--- config.mk ---
export PLATFORM = sky130hd
export DESIGN_NAME = uart_rx_flat
export DESIGN_NICKNAME = d
export VERILOG_FILES = /design/src/rtl/uart_rx_if.sv /design/src/rtl/uart_rx.sv /design/src/flat_wrapper.sv
export SDC_FILE = /design/constraint.sdc
export NUM_CORES = 1
export LEC_CHECK = 0
export BUFFER_PORTS_ARGS = -buffer_cell sky130_fd_sc_hd__clkbuf_2
export CORE_AREA = 5 5 101 103
export CTS_CLUSTER_SIZE = 24
export DETAILED_ROUTE_END_ITERATION = 16
export DIE_AREA = 0 0 106 108
export SLEW_MARGIN = 40
export SYNTH_ARGS = -nofsm -noshare
export SYNTH_HDL_FRONTEND = slang
export SYNTH_SLANG_ARGS = --single-unit
export TNS_END_PERCENT = 1
--- constraint.sdc ---
create_clock -name clk -period 4.13 [get_ports clk]
set_input_delay 0.2065 -clock clk [delete_from_list [all_inputs] [get_ports clk]]
set_output_delay 0.2065 -clock clk [all_outputs]
set_load 0.02 [all_outputs]
--- src/rtl/uart_rx_if.sv ---
// RX FIFO write port between the UART receiver and the receive FIFO.
// The receiver drives the write strobe and data; the FIFO returns its full flag.
interface uart_rx_if;
    logic       full;
    logic       wrEn;
    logic [7:0] din;

    // Receiver side: writes bytes into the FIFO.
    modport master (
        input  full,
        output wrEn,
        output din
    );

    // FIFO side: accepts bytes, reports full.
    modport slave (
        output full,
        input  wrEn,
        input  din
    );
endinterface

--- src/rtl/uart_rx.sv ---
// UART 8N1 receiver with 16x oversampling.
// Writes each good byte into the RX FIFO with a one-cycle wrEn strobe.
// Flags and counts framing errors and FIFO overruns.
// Build option: define UART_RX_MAJORITY_EN to take a 2-of-3 majority of the
// samples at indices 7, 8, 9 (decision at index 9) instead of a single sample
// at index 8.
module uart_rx #(
    parameter int unsigned CLK_FREQ   = 50_000_000,
    parameter int unsigned BAUD_RATE  = 9600,
    parameter int unsigned OVERSAMPLE = 16,
    parameter int unsigned TICK_COUNT = CLK_FREQ / (BAUD_RATE * OVERSAMPLE)
) (
    input  logic             clk,
    input  logic             rst,
    input  logic             rxData,
    uart_rx_if.master        fifo,
    output logic             busy,
    output logic             frameErr,
    output logic             overrun,
    output logic [7:0]       errCount
);

    localparam logic [15:0] TICK_LAST = 16'(TICK_COUNT - 1);
    localparam logic [3:0]  LAST_IDX  = 4'(OVERSAMPLE - 1);
`ifdef UART_RX_MAJORITY_EN
    localparam logic [3:0]  DECIDE_IDX = 4'd9;
`else
    localparam logic [3:0]  DECIDE_IDX = 4'd8;
`endif

    typedef enum logic [2:0] {
        StIdle,
        StStart,
        StData,
        StStop,
        StBreak
    } state_t;

    state_t      state;
    logic        rxMeta;
    logic        rxS;
    logic [15:0] tickCnt;
    logic        tick;
    logic [3:0]  sampCnt;
    logic [2:0]  bitCnt;
    logic [7:0]  shiftReg;
    logic        bitVal;
    logic        decide;
    logic        lastIdx;

    // Two-flop synchronizer; resets to the idle (high) line level.
    always_ff @(posedge clk or posedge rst) begin
        if (rst) begin
            rxMeta <= 1'b1;
            rxS    <= 1'b1;
        end else begin
            rxMeta <= rxData;
            rxS    <= rxMeta;
        end
    end

    assign tick = (tickCnt == TICK_LAST);

    // Free-running sample-tick divider.
    always_ff @(posedge clk or posedge rst) begin
        if (rst) begin
            tickCnt <= 16'd0;
        end else if (tick) begin
            tickCnt <= 16'd0;
        end else begin
            tickCnt <= tickCnt + 16'd1;
        end
    end

`ifdef UART_RX_MAJORITY_EN
    logic samp7;
    logic samp8;

    // Capture the two early samples; the third is the live value at index 9.
    always_ff @(posedge clk or posedge rst) begin
        if (rst) begin
            samp7 <= 1'b1;
            samp8 <= 1'b1;
        end else if (tick && sampCnt == 4'd7) begin
            samp7 <= rxS;
        end else if (tick && sampCnt == 4'd8) begin
            samp8 <= rxS;
        end
    end

    assign bitVal = (samp7 & samp8) | (samp7 & rxS) | (samp8 & rxS);
`else
    assign bitVal = rxS;
`endif

    assign decide  = tick && (sampCnt == DECIDE_IDX);
    assign lastIdx = tick && (sampCnt == LAST_IDX);
    assign busy    = (state != StIdle);

    // Frame FSM with registered FIFO strobe, error pulses and error counter.
    always_ff @(posedge clk or posedge rst) begin
        if (rst) begin
            state     <= StIdle;
            sampCnt   <= 4'd0;
            bitCnt    <= 3'd0;
            shiftReg  <= 8'h00;
            fifo.wrEn <= 1'b0;
            fifo.din  <= 8'h00;
            frameErr  <= 1'b0;
            overrun   <= 1'b0;
            errCount  <= 8'h00;
        end else begin
            fifo.wrEn <= 1'b0;
            frameErr  <= 1'b0;
            overrun   <= 1'b0;
            unique case (state)
                StIdle: begin
                    if (tick && !rxS) begin
                        state   <= StStart;
                        sampCnt <= 4'd0;
                    end
                end
                StStart: begin
                    if (tick) begin
                        sampCnt <= sampCnt + 4'd1;
                        if (decide && bitVal) begin
                            // Line went back high mid start bit: treat as a glitch.
                            state <= StIdle;
                        end else if (lastIdx) begin
                            state  <= StData;
                            bitCnt <= 3'd0;
                        end
                    end
                end
                StData: begin
                    if (tick) begin
                        sampCnt <= sampCnt + 4'd1;
                        if (decide) begin
                            shiftReg <= {bitVal, shiftReg[7:1]};
                        end
                        if (lastIdx) begin
                            if (bitCnt == 3'd7) begin
                                state <= StStop;
                            end else begin
                                bitCnt <= bitCnt + 3'd1;
                            end
                        end
                    end
                end
                StStop: begin
                    if (tick) begin
                        sampCnt <= sampCnt + 4'd1;
                        // Leave mid stop bit so a start bit right after is caught.
                        if (decide) begin
                            if (!bitVal) begin
                                frameErr <= 1'b1;
                                state    <= StBreak;
                                if (errCount != 8'hFF) begin
                                    errCount <= errCount + 8'd1;
                                end
                            end else if (fifo.full) begin
                                overrun <= 1'b1;
                                state   <= StIdle;
                                if (errCount != 8'hFF) begin
                                    errCount <= errCount + 8'd1;
                                end
                            end else begin
                                fifo.din  <= shiftReg;
                                fifo.wrEn <= 1'b1;
                                state     <= StIdle;
                            end
                        end
                    end
                end
                StBreak: begin
                    if (tick && rxS) begin
                        state <= StIdle;
                    end
                end
                default: begin
                    state <= StIdle;
                end
            endcase
        end
    end

endmodule

--- src/flat_wrapper.sv ---
// flat-port wrapper written by rule: the top's interface ports become plain ports
module uart_rx_flat 
#(
    parameter int unsigned CLK_FREQ   = 50_000_000,
    parameter int unsigned BAUD_RATE  = 9600,
    parameter int unsigned OVERSAMPLE = 16,
    parameter int unsigned TICK_COUNT = CLK_FREQ / (BAUD_RATE * OVERSAMPLE)
)
  (clk, rst, rxData, busy, frameErr, overrun, errCount, fifo_full, fifo_wrEn, fifo_din);
  uart_rx_if fifo_i ();
  input  logic clk;
  input  logic rst;
  input  logic rxData;
  output logic busy;
  output logic frameErr;
  output logic overrun;
  output logic [7:0] errCount;
  input wire logic [$bits(fifo_i.full)-1:0] fifo_full;
  output wire logic [$bits(fifo_i.wrEn)-1:0] fifo_wrEn;
  output wire logic [$bits(fifo_i.din)-1:0] fifo_din;
  assign fifo_i.full = fifo_full;
  assign fifo_wrEn = fifo_i.wrEn;
  assign fifo_din = fifo_i.din;
  uart_rx #(.CLK_FREQ(CLK_FREQ), .BAUD_RATE(BAUD_RATE), .OVERSAMPLE(OVERSAMPLE), .TICK_COUNT(TICK_COUNT)) u_core (.clk(clk), .rst(rst), .rxData(rxData), .fifo(fifo_i), .busy(busy), .frameErr(frameErr), .overrun(overrun), .errCount(errCount));
endmodule
==> metrics <==
status=complete, no violations; Final ANT Viol Nets=0; Placeable Area=0.00911 sq mm; CP arrival=2.56 ns; internal power=~0.67 mW; Final min period=2.35 ns; layout overhead on the synthesized area=11.4%; Die Footprint=0.0114 sq mm; Worst Setup End Kind=flop; Syn Nets=234; Clock Power Share=36.3%; Synth area leader=dfrtp_1; clk_skew=about 0.0075 ns; DIE WIDTH=between 100 and 150 um; Worst-path clk slew=~0.11 ns; dpl cell area=0.00289 sq mm; Leakage Power=1.43 nW; # nets final=259; top post-synthesis cells by area=dfrtp_1 (49%), mux2_4 (5.0%), mux2_2 (3.8%), xnor2_1 (3.6%), ha_1 (3.3%); prevailing post-synth register cell=dfrtp_1; share of cells above drive strength 1=26.1%; mapped cell area=0.00269 sq mm; Seq pwr share=61.7%; clk root buf=clkbuf_8; Seq/Total Area, Yosys=51.3%; I/O Buffers=23; Switching Fraction=between 20% and 30%; synth unique cells=52; WL/cell=between 10 and 15 um; FFs w/ async S/R, synth=100%; Final period util=56.9%; Syn Inst Count=223; DR vias=1770; Gate power share=2.0%; startpoint types=flop; hpwl dp=3380 um; #FFs+latches synth=55; PD cells=293 mW/mm^2; ANT cells=0; global-route wire length before repair=around 8500 um; Residual DRC=0; number of DRC markers in iteration 0=79; initial antenna violation count=0; relative slew slack=between 50% and 60%; CTS tree=built; RSZ-0062 raised after global routing=no; CP required=4.35 ns; YS warnings=0; cell family with most CP delay=simple AND/OR/NAND/NOR gates; Fin. Hold Viols=0; slowest CP cell=or3_1; clk buf depth=2; NetSw=0.209 mW; Final Setup Violations=0; final instance area=0.00299 sq mm; Pins Over Slew Limit=0; total chip power=0.878 mW; Clk Latency, worst-skew pair=roughly 0.32 ns; Die Y=~110 um; total clock sinks=55; Site Rows=35; EDFF count, synth=0; Critical Path, Cell by Cell=inv_1 -> ha_1 -> and4bb_2 -> nand4_2 -> or3_1 -> mux2_4; Worst-Margin Slew=0.695 ns; Final TNS setup=0 ns; Fmax achieved=~0.43 GHz; Worst Hold Class=input port to asynchronous set/reset pin; slowest stage delay, CP=0.66 ns; routed wire length=4840 um; Max VDD drop=between 100 and 150 uV; dpl cells=351; GRT Total Usage=under 10%; Pre-antenna DRT Iters=4; # H-tree levels=2; vias in the first global route=around 1800; Layout Cells excl Fill=360; largest net degree at the start of global routing=56; Max Cap Viol=0; routed vias/inst=slightly below 5; critical path type=flop to flop; Post-CTS Setup Bufs=0; cts hold-fix bufs=1; post_cts resized=0; commonest non-fill, non-tap cells in the layout=dfrtp_1 (53), clkbuf_2 (23), nor2_1 (14); GPL Wtd Cong=0.784; Synth top area share=about half; WP buf/inv=1; Crit Path Max Fanout=13; Initial Utilization=29.5%; num ports=24; Avg Cell Area, Syn=between 10 and 15 sq um; Remaining Overflow, GRT=0; number of CTS-inserted buffers=5; most common cell after layout, fill and taps aside=dfrtp_1
-- worst register-to-register path: stages (launching register included) --
cell and delay (ns):
dfrtp_1 0.42, inv_1 0.07, ha_1 0.13, and4bb_2 0.24, nand4_2 0.36, or3_1 0.67, mux2_4 0.37
-- layer usage --
layer  up-vias  GRT usage [%]  share of wire (%)
li1        853              -                  -
met3         6           2.87                5.3
met2        34           14.5                 46
met5         -              0                  0
met4         0           2.50               0.81
met1       877           11.8                 48
-- kinds of logic (layout without fill, tap and decap cells) --
family,after synthesis,count (layout),synth area share [%]
flip-flops,55,55,51.3
buffers and inverters,16,42,3.54
XOR/XNOR,21,21,6.84
AND/OR/NAND/NOR,89,89,21.3
multiplexers,18,18,8.80
adder cells (fa/ha/maj),7,7,3.26
AO/OA/AOI/OAI,17,17,4.98
-- metrics by stage --
step / setup WS (ns) / hold WS (ns) / util [%]
after floorplan: 2.24 / 0.211 / -
after global placement: 1.87 / 0.299 / 31.7
after detailed placement: 1.80 / 0.301 / 31.7
after CTS: 1.78 / 0.0756 / 32.9
after global routing: 1.66 / 0.103 / 32.9
final: 1.78 / 0.0375 / 32.9
-- synthesized netlist by cell type, types with 3 or more instances --
cell and instances:
nand3b_1 3, xor2_1 10, nand3_1 8, nor2b_1 4, inv_1 9, nand2_1 11, nor3_1 4, nor2_1 14
ha_1 7, nor3b_1 4, mux2_2 9, xnor2_1 11, nand4_1 8, and3_1 5, nor4_1 6, mux2_4 9
and2_1 3, dfrtp_1 53
-- sequential cells by signal, indices dropped and copies added, names as in the netlist --
signal and count:
u_core.bitVal 1, u_core.bitCnt 3, u_core.rxMeta 1, u_core.state 3, u_core.sampCnt 4, u_core.tickCnt 16
u_core.errCount 8, u_core.shiftReg 8, u_core.overrun 1, u_core.frameErr 1, u_core.fifo.wrEn 1, u_core.fifo.din 8
-- power by group through the flow --
stage / logic, mW / clock network (mW) / registers [mW]
floorplan: 0.0125 / 0 / 0.551
global placement: 0.0171 / 0 / 0.552
detailed placement: 0.0178 / 0 / 0.552
CTS: 0.0185 / 0.332 / 0.542
global route: 0.0207 / 0.352 / 0.542
finish: 0.0174 / 0.319 / 0.542
-- cell type report --
cell class | instances | area (sq um)
Fill cell | 949 | 6110
Tap cell | 111 | 139
Sequential cell | 55 | 1380
Clock inverter | 3 | 27.5
Timing Repair Buffer | 25 | 133
Inverter | 9 | 33.8
Multi-Input combinational cell | 152 | 1210
Clock buffer | 5 | 68.8
-- path summary, 6_finish.rpt --
path | startpoint | to | slack (ns) | cells past startpoint
worst max register to register | u_core.tickCnt[0]$_DFF_PP0_ | u_core.fifo.din[1]$_DFFE_PP0P_ | 1.78 | 6
worst max-delay path | u_core.tickCnt[0]$_DFF_PP0_ | u_core.fifo.din[1]$_DFFE_PP0P_ | 1.78 | 6
worst min register to register | u_core.rxMeta$_DFF_PP1_ | u_core.bitVal$_DFF_PP1_ | 0.36 | 0
worst min-delay path | rst | u_core.tickCnt[11]$_DFF_PP0_ | 0.04 | 3
max in group asynchronous | rst | u_core.tickCnt[10]$_DFF_PP0_ | 3.62 | 3
min in group clk | fifo_full | u_core.overrun$_DFF_PP0_ | 0.10 | 3
(Power assumes the default switching activity.)
